$ cat config.mk
export PLATFORM = sky130hd
export DESIGN_NAME = univ_shift_reg_n
export DESIGN_NICKNAME = d
export VERILOG_FILES = /design/src/rtl/univ_shift_reg_n.sv
export SDC_FILE = /design/constraint.sdc
export NUM_CORES = 1
export LEC_CHECK = 0
export ABC_AREA = 1
export CAP_MARGIN = 20
export CORE_MARGIN = 5
export CORE_UTILIZATION = 45
export CTS_CLUSTER_SIZE = 8
export DETAILED_ROUTE_END_ITERATION = 10
export GPL_TIMING_DRIVEN = 0
export MAX_ROUTING_LAYER = met4
export PLACE_DENSITY = 0.75
export SLEW_MARGIN = 15
export SYNTH_ARGS = -nofsm -noshare
export SYNTH_HDL_FRONTEND = slang
export SYNTH_SLANG_ARGS = --single-unit
$ cat constraint.sdc
create_clock -name CLK -period 1.3 [get_ports CLK]
set_clock_uncertainty 0.1 [all_clocks]
set_input_delay 0.325 -clock CLK [delete_from_list [all_inputs] [get_ports CLK]]
set_output_delay 0.325 -clock CLK [all_outputs]
set_load 0.02 [all_outputs]
$ cat src/rtl/univ_shift_reg_n.sv
// univ_shift_reg_n: universal shift register with legacy free-running modes and a multi-cycle shift-by-N command.
module univ_shift_reg_n #(
    parameter int WIDTH = 8,
    parameter int AMT_W = 4
) (
    input  logic             CLK,
    input  logic             CLRb,
    input  logic [2:0]       mode,
    input  logic             SDL,
    input  logic             SDR,
    input  logic [WIDTH-1:0] D,
    input  logic             start,
    input  logic [AMT_W-1:0] amt,
    output logic [WIDTH-1:0] Q,
    output logic             SOL,
    output logic             SOR,
    output logic             busy,
    output logic             done
);
    typedef enum logic {IDLE, RUN} state_t;

    state_t           r_state, w_state_nx;
    logic [WIDTH-1:0] r_q, w_q_nx;
    logic [2:0]       r_cmd, w_cmd_nx;
    logic [AMT_W-1:0] r_cnt, w_cnt_nx;
    logic             r_busy, w_busy_nx;
    logic             r_done, w_done_nx;
    logic             w_shift_mode;
    logic             w_last;

    function automatic logic [WIDTH-1:0] f_step(
        input logic [2:0]       m,
        input logic [WIDTH-1:0] q,
        input logic             sdl,
        input logic             sdr
    );
        case (m)
            3'b001:  f_step = {sdr, q[WIDTH-1:1]};
            3'b010:  f_step = {q[WIDTH-2:0], sdl};
            3'b011:  f_step = D;
            3'b100:  f_step = {q[0], q[WIDTH-1:1]};
            3'b101:  f_step = {q[WIDTH-2:0], q[WIDTH-1]};
            3'b110:  f_step = {q[WIDTH-1], q[WIDTH-1:1]};
            default: f_step = q;
        endcase
    endfunction

    // Only the five true shift/rotate modes can run as a multi-cycle command.
    assign w_shift_mode = (mode == 3'b001) || (mode == 3'b010) || (mode == 3'b100) ||
                          (mode == 3'b101) || (mode == 3'b110);
    assign w_last       = (r_cnt == AMT_W'(1));

    always_comb begin
        w_state_nx = r_state;
        w_q_nx     = r_q;
        w_cmd_nx   = r_cmd;
        w_cnt_nx   = r_cnt;
        w_busy_nx  = r_busy;
        w_done_nx  = 1'b0;
        if (r_state == RUN) begin
            w_q_nx   = f_step(r_cmd, r_q, SDL, SDR);
            w_cnt_nx = w_last ? r_cnt : r_cnt - AMT_W'(1);
            if (w_last) begin
                w_state_nx = IDLE;
                w_busy_nx  = 1'b0;
                w_done_nx  = 1'b1;
            end
        end else if (start) begin
            if (w_shift_mode && |amt) begin
                w_state_nx = RUN;
                w_cmd_nx   = mode;
                w_cnt_nx   = amt;
                w_busy_nx  = 1'b1;
            end else begin
                w_done_nx = 1'b1;
            end
        end else begin
            w_q_nx = f_step(mode, r_q, SDL, SDR);
        end
    end

    always_ff @(posedge CLK or negedge CLRb) begin
        if (!CLRb) begin
            r_state <= IDLE;
            r_q     <= '0;
            r_cmd   <= '0;
            r_cnt   <= '0;
            r_busy  <= 1'b0;
            r_done  <= 1'b0;
        end else begin
            r_state <= w_state_nx;
            r_q     <= w_q_nx;
            r_cmd   <= w_cmd_nx;
            r_cnt   <= w_cnt_nx;
            r_busy  <= w_busy_nx;
            r_done  <= w_done_nx;
        end
    end

    assign Q    = r_q;
    assign SOL  = r_q[WIDTH-1];
    assign SOR  = r_q[0];
    assign busy = r_busy;
    assign done = r_done;
endmodule

==> results of run 1 <==
[final timing paths]
kind / startpoint / endpoint / depth (start not counted)
min: CLRb / Q[1] / 1
min in group CLK: mode[1] / r_cmd[1] / 3
max reg2reg: r_cmd[2] / Q[4] / 8
max in group asynchronous: CLRb / r_cmd[1] / 1
min reg2reg: busy / busy / 2
max: r_cmd[2] / Q[4] / 8
[power by group through the flow]
stage / combinational, uW / sequential [uW] / clock [uW]
2_1_floorplan: 1970 / 1280 / 0
3_3_place_gp: 2920 / 1190 / 0
3_5_place_dp: 2970 / 1190 / 0
4_1_cts: 3620 / 1080 / 370
5_1_grt: 4280 / 1140 / 402
6_report: 3860 / 1100 / 377
[state kept, by name (all words and copies together) (netlist names)]
signal,count
Q,8
busy,1
done,1
r_cmd,3
r_cnt,4
r_state,1
[cell usage in the layout (no fill, tap or decap), types with 5 or more instances in the layout]
cell / count
sky130_fd_sc_hd__nand3_1: 20
sky130_fd_sc_hd__a22oi_1: 6
sky130_fd_sc_hd__o21ai_0: 11
sky130_fd_sc_hd__buf_4: 12
sky130_fd_sc_hd__dfrtp_1: 11
sky130_fd_sc_hd__nor2_1: 20
sky130_fd_sc_hd__inv_2: 8
sky130_fd_sc_hd__nand2_1: 99
sky130_fd_sc_hd__dfrtp_2: 7
sky130_fd_sc_hd__inv_1: 10
sky130_fd_sc_hd__nand2_2: 7
sky130_fd_sc_hd__clkdlybuf4s50_1: 15
sky130_fd_sc_hd__nor2_2: 5
sky130_fd_sc_hd__buf_6: 18
[layer usage]
layer / vias up / global-route usage (%) / wire [um]
li1: 866 / - / -
met1: 771 / 27.7 / 1950
met2: 42 / 35.6 / 2140
met3: 8 / 2.87 / 187
met4: 0 / 6.84 / 63
met5: - / - / 0
[kinds of logic after synthesis]
| logic type | synth area share (%) |
|---|---|
| buffers and inverters | 8.87 |
| xor gates and xnor gates | 0.597 |
| DFF | 30.7 |
| AOI/OAI and AO/OA | 8.28 |
| adders and majority gates | 1.71 |
| and+or+nand+nor | 49.8 |
[cell usage after synthesis (2+ instances only)]
| master | instances | area, sq um |
|---|---|---|
| sky130_fd_sc_hd__nor2_1 | 28 | 105 |
| sky130_fd_sc_hd__a22oi_1 | 6 | 45.0 |
| sky130_fd_sc_hd__inv_2 | 5 | 18.8 |
| sky130_fd_sc_hd__nand2_2 | 2 | 12.5 |
| sky130_fd_sc_hd__nor3_1 | 2 | 10.0 |
| sky130_fd_sc_hd__inv_1 | 15 | 56.3 |
| sky130_fd_sc_hd__clkbuf_1 | 2 | 7.51 |
| sky130_fd_sc_hd__buf_6 | 2 | 22.5 |
| sky130_fd_sc_hd__o21ai_0 | 12 | 60.1 |
| sky130_fd_sc_hd__nand3_1 | 23 | 115 |
| sky130_fd_sc_hd__ha_1 | 2 | 25.0 |
| sky130_fd_sc_hd__nand4_1 | 4 | 25.0 |
| sky130_fd_sc_hd__buf_4 | 2 | 15.0 |
| sky130_fd_sc_hd__nand2_1 | 106 | 398 |
| sky130_fd_sc_hd__dfrtp_1 | 18 | 450 |
| sky130_fd_sc_hd__buf_2 | 2 | 10.0 |
| sky130_fd_sc_hd__nand3_2 | 2 | 20.0 |
| sky130_fd_sc_hd__a21oi_1 | 2 | 10.0 |
[timing repair]
item | 4_1_cts | 5_1_grt
hold buffers | 0 | 0
pin swaps | 4 | 2
resized for setup | 91 | 21
setup endpoints to repair | 30 | 42
buffers inserted | 13 | 0
gates cloned | 1 | 0
[area by class of cell]
cell class | instances | area share, %
multi-input cells | 196 | 46.7
flip-flops and latches | 18 | 21.8
repair buffers | 44 | 19.7
inverters | 20 | 3.80
plain buffers | 8 | 3.68
well taps | 44 | 2.61
clock buffers | 4 | 1.72
[stage by stage]
step	setup slack, ns	TNS (ns)	utilization (%)
finish	-0.155	-1.76	68.5
global route	-0.258	-3.58	68.5
CTS	-0.138	-1.58	66.4
detailed placement	-0.818	-17.43	60.0
global placement	-0.772	-17.17	60.0
floorplan	-0.0265	-0.0652	-
==> run_results.csv, run 1 <==
group,metric,value,unit
logic_synthesis,synth_ff_type,"sky130_fd_sc_hd__dfrtp_1",
placed_design,globalplace.congestion,0.854,
sta,setup_viol,18,
min_path,hold_path.class,"in2async",
critical_path,reg2reg_slack,-0.16,ns
cells_and_area,final_cell_count_no_fill,334,
sta,period_needed,1.46,ns
sta,worst_slew_pin_slew,0.883,ns
cells_and_area,area.growth.synth_to_final,43.9,%
global_route,grt_remaining_overflow,0,
detailed_routing,route.detailed.drc,0,
sta,report.final.hold_viol_count,0,
die,placement_rows,20,
critical_path,crit_family,"simple AND/OR/NAND/NOR gates",
detailed_routing,dr.pass1.iters,4,
logic_synthesis,post_synth.cell_area_avg,6.06,sq um
critical_path,critical-path-top-cell-by-count,"sky130_fd_sc_hd__nand2_1",
power_and_ir_drop,power.net_switching,2640,uW
cts,clkTransAtPathRegs,0.12,ns
power_and_ir_drop,pwr-share-clk,7.1,%
die,fp.dieW,67.1,um
critical_path,cp.arrival,1.61,ns
logic_synthesis,synthCells,242,
power_and_ir_drop,irDropWorstVdd,1360,uV
cts,numCtsBuffers,3,
power_and_ir_drop,combPwrFrac,72.4,%
status,violations,"setup timing",
logic_synthesis,synth_area,1470,sq um
placed_design,dp_hpwl,2860,um
logic_synthesis,yosysUniqueCellTypes,25,
global_route,grt_antenna_before_repair,0,
detailed_routing,drt-initial-drc-count,99,
global_route,grt_first_pass_wirelength,7350,um
cts,htreeDepth,1,
logic_synthesis,async_set_or_reset_flop_fraction_in_the_synthesized_netlist,100,%
logic_synthesis,synth-warning-count,0,
cts,cts_tree,"yes",
logic_synthesis,ys_ff_latch,18,
power_and_ir_drop,cellPowerDensity,2530,nW/um^2
critical_path,worst-path-max-fanout,8,
critical_path,startpoint_types,"flop",
sta,slew_headroom,41.1,%
cells_and_area,multi_input_comb_area,986,sq um
cells_and_area,post_route_cells_drive_above_1_share,28.6,%
detailed_routing,route.detailed.vias_per_inst,5.05,
detailed_routing,dr_total_vias,1687,
die,floorplan.initialDensity,47.6,%
power_and_ir_drop,share_seq_of_total_power,20.5,%
sta,fin_ws,-0.155,ns
global_route,maximum_number_of_pins_on_one_net_before_global_route_repair,19,
cells_and_area,summed_area_of_non_filler_cells_in_the_final_layout,2110,sq um
cts,clock_sinks,18,
cts,cts-root-to-sink-buffers,2,
sta,fin_crit_sh,112,%
critical_path,critical_path.cell_chain,"buf_6, inv_4, nand2_1, nor2_2, a22oi_1, nand3_1, nand2_1, nand2_1",
critical_path,cp_slowest_cell,"sky130_fd_sc_hd__dfrtp_1",
cells_and_area,area.sequential,459,sq um
die,floorplan.die_area,4500,sq um
critical_path,critical_path.max_stage_delay,0.39,ns
cells_and_area,final_net_count,313,
cts,insertion_delay,0.31,ns
sta,rsz0062_at_grt,"yes",
global_route,global_route.usage.total,21.7,%
logic_synthesis,synth-seq-area-share,30.7,%
detailed_routing,postRouteWirelength,4340,um
global_route,vias_in_the_first_global_route,1675,
critical_path,setup.worst_path.end_class,"flop",
flow_run,drv_cap,0,
power_and_ir_drop,power.static_leakage,0.00108,uW
status,outcome,"finished with violations",
sta,hold-worst-slack,0.00834,ns
power_and_ir_drop,power.total,5340,uW
critical_path,worstPathRequired,1.46,ns
placed_design,io_buffer_count,30,
die,num_io_pins,32,
logic_synthesis,synth-edff-count,0,
cts,root_buffer,"sky130_fd_sc_hd__clkbuf_4",
critical_path,worstPathBufferInverterCount,2,
critical_path,timing.setup.critical_path_class,"reg2reg",
placed_design,placed_area,1850,sq um
sta,timing.final.max_slew_violations,0,
power_and_ir_drop,power_switching_share,49.5,%
logic_synthesis,net_count_after_synthesis,264,
die,die_h,67.1,um
detailed_routing,detail-route-antenna-nets,0,
cells_and_area,antenna_cells,0,
die,fp.coreArea,3080,sq um
power_and_ir_drop,power_report.internal_total,2700,uW
detailed_routing,routed_wire_length_per_instance,13.0,um
sta,max_freq,687,MHz
placed_design,inst_count_dp,316,
cells_and_area,final.fill_count,291,
Note: power is estimated with default switching activity, not from simulation.
==> run 2, diff against run 1 <==
Settings changed: CTS_CLUSTER_DIAMETER from default to 30, REMOVE_ABC_BUFFERS from default to 1.
==> run 2 against run 1 <==
The flow still finishes with violations (setup timing); critical path depth grew 1; final cell count is 7.5% higher; final area is 18% higher; via count is 19% higher.
==> run_results.csv, run 2 (synthesized netlist as in run 1, its figures left out) <==
group,metric,value,unit
status,outcome,"finished with violations",
status,violations,"setup timing",
sta,period_needed,1.50,ns
cells_and_area,final.fill_count,213,
global_route,grt_antenna_before_repair,0,
global_route,global_route.usage.total,23.2,%
die,die_h,67.1,um
detailed_routing,route.detailed.drc,0,
critical_path,setup.worst_path.end_class,"flop",
global_route,gr_util_met1,29.3,%
placed_design,io_buffer_count,31,
sta,timing.final.max_slew_violations,0,
cells_and_area,layout.cells.most_common_list,"sky130_fd_sc_hd__nand2_1 (90), sky130_fd_sc_hd__buf_4 (34), sky130_fd_sc_hd__nor2_1 (22)",
cts,insertion_delay,0.30,ns
sta,setup_viol,16,
power_and_ir_drop,power.static_leakage,0.00125,uW
critical_path,critical-path-top-cell-by-count,"sky130_fd_sc_hd__nand2_1",
flow_run,drv_cap,0,
cts,post_cts_hold_buffer_count,0,
sta,slew_headroom,42.5,%
critical_path,critical_path.max_stage_delay,0.50,ns
min_path,hold_path.class,"in2async",
sta,hold-worst-slack,0.0116,ns
cts,clkTransAtPathRegs,0.12,ns
die,num_io_pins,32,
critical_path,worstPathBufferInverterCount,1,
global_route,grt_remaining_overflow,0,
power_and_ir_drop,irDropWorstVdd,1550,uV
cells_and_area,most_common_library_cell_in_the_layout_ignoring_fill_and_taps,"sky130_fd_sc_hd__nand2_1",
sta,rsz0062_at_grt,"yes",
detailed_routing,dr_total_vias,2005,
detailed_routing,drt-initial-drc-count,222,
global_route,met2_usage,36.4,%
global_route,grt_first_pass_wirelength,7750,um
cts,root_buffer,"sky130_fd_sc_hd__clkbuf_4",
placed_design,dp_hpwl,2660,um
cells_and_area,area.sequential,460,sq um
cts,clock_sinks,18,
cts,cts_tree,"yes",
sta,report.final.hold_viol_count,0,
die,floorplan.die_area,4500,sq um
critical_path,regToRegStartpoint,"r_cmd[2]",
cells_and_area,post_route_cells_drive_above_1_share,39.7,%
placed_design,globalplace.congestion,0.888,
global_route,globalRoute.busiestLayer,"met2",
global_route,grt.met3_usage,3.54,%
critical_path,startpoint_types,"flop",
detailed_routing,route.detailed.vias_per_inst,5.58,
critical_path,worstPathRequired,1.45,ns
cells_and_area,area.growth.synth_to_final,69.1,%
cts,cts-root-to-sink-buffers,2,
critical_path,r2r.worst_path.cells,9,
critical_path,reg2reg_slack,-0.20,ns
sta,worst_slew_pin_slew,0.861,ns
detailed_routing,postRouteWirelength,5720,um
sta,max_freq,667,MHz
cells_and_area,final_net_count,338,
power_and_ir_drop,cellPowerDensity,2630,nW/um^2
die,placement_rows,20,
detailed_routing,routed_wire_length_per_instance,15.9,um
global_route,maximum_number_of_pins_on_one_net_before_global_route_repair,19,
critical_path,timing.rr.end,"Q[2]",
sta,fin_ws,-0.200,ns
critical_path,critical_path.cell_chain,"inv_4, nand2_2, nand2_1, nor2_1, nand2_2, nand3_4, nor2_1, nand2_1, nand2_1",
critical_path,timing.setup.critical_path_class,"reg2reg",
die,floorplan.initialDensity,47.6,%
die,fp.coreArea,3080,sq um
die,fp.dieW,67.1,um
cells_and_area,largest_reg_flops,8,
cts,numCtsBuffers,3,
critical_path,cp.arrival,1.65,ns
detailed_routing,detail-route-antenna-nets,0,
power_and_ir_drop,power.total,6520,uW
placed_design,pre_cts_slack,-0.769,ns
cells_and_area,multi_input_comb_area,1150,sq um
critical_path,crit_family,"simple AND/OR/NAND/NOR gates",
critical_path,cp_slowest_cell,"sky130_fd_sc_hd__dfrtp_2",
cells_and_area,antenna_cells,0,
detailed_routing,dr.pass1.iters,5,
sta,fin_crit_sh,115,%
critical_path,worst-path-max-fanout,7,
cts,htreeDepth,1,
global_route,vias_in_the_first_global_route,1699,
[run 2: changes by cell type in the layout (fill, tap and decap cells not counted), moves of 3 or more]
cell                              previous run  this run
sky130_fd_sc_hd__clkdlybuf4s50_1            15        12
sky130_fd_sc_hd__nor2_2                      5         2
sky130_fd_sc_hd__nand3_1                    20        17
sky130_fd_sc_hd__nand2_1                    99        90
sky130_fd_sc_hd__o21ai_0                    11         2
sky130_fd_sc_hd__o21ai_1                     1         8
sky130_fd_sc_hd__buf_4                      12        34
sky130_fd_sc_hd__nand2_2                     7        14
sky130_fd_sc_hd__nand2_8                     0         3
sky130_fd_sc_hd__inv_2                       8         5
[run 2: how the worst max path moves through the flow]
stage / from / endpoint / slack, ns / depth (start not counted)
after CTS: r_cmd[2] / Q[7] / -0.08 / 9
after global placement: mode[1] / Q[2] / -0.77 / 9
after floorplan: r_state / Q[7] / -0.22 / 7
after detailed placement: mode[1] / Q[1] / -0.77 / 9
after global routing: r_cmd[2] / Q[2] / -0.30 / 9
final: r_cmd[2] / Q[2] / -0.20 / 9
[run 2: final cells by class]
type | instances | area share (%)
multi-input cells | 199 | 46.4
flip-flops and latches | 18 | 18.6
clock buffers | 4 | 1.46
inverters | 20 | 4.34
repair inverters | 1 | 0.353
repair buffers | 73 | 26.7
well taps | 44 | 2.22
[run 2: metrics by stage]
| stage | std cells | setup TNS, ns | cell area [sq um] | util [%] |
|---|---|---|---|---|
| final | 359 | -1.58 | 2480 | 80.6 |
| after global routing | 359 | -2.99 | 2480 | 80.6 |
| after CTS | 339 | -0.638 | 2150 | 69.8 |
| after detailed placement | 309 | -17.34 | 1780 | 57.7 |
| after global placement | 309 | -17.03 | 1780 | 57.7 |
| after floorplan | 234 | -2.04 | 1410 | - |
[run 2: what timing repair did]
| action | in CTS | in global routing |
|---|---|---|
| pin swaps | 16 | 18 |
| setup endpoints to repair | 30 | 39 |
| cloned | 3 | 1 |
| gates resized for setup | 121 | 54 |
| setup buffers | 23 | 19 |
[run 2: metal layers]
metal / wire length (um) / share of wire, %
met3: 442 / 7.7
met2: 2820 / 49
met1: 2210 / 39
met5: 0 / 0
met4: 249 / 4.4
[run 2: where the power goes]
part	switching (uW)	internal (uW)	total, uW
logic	2740	2200	4940
clock network	197	171	368
registers	343	868	1210
total	3280	3240	6520
[run 2: worst reg2reg max path: cells and delay by family, from the launching register on]
kind | cells | cell delay [ns]
simple gates | 8 | 0.75
flops | 1 | 0.50
buf+inv | 1 | 0.10
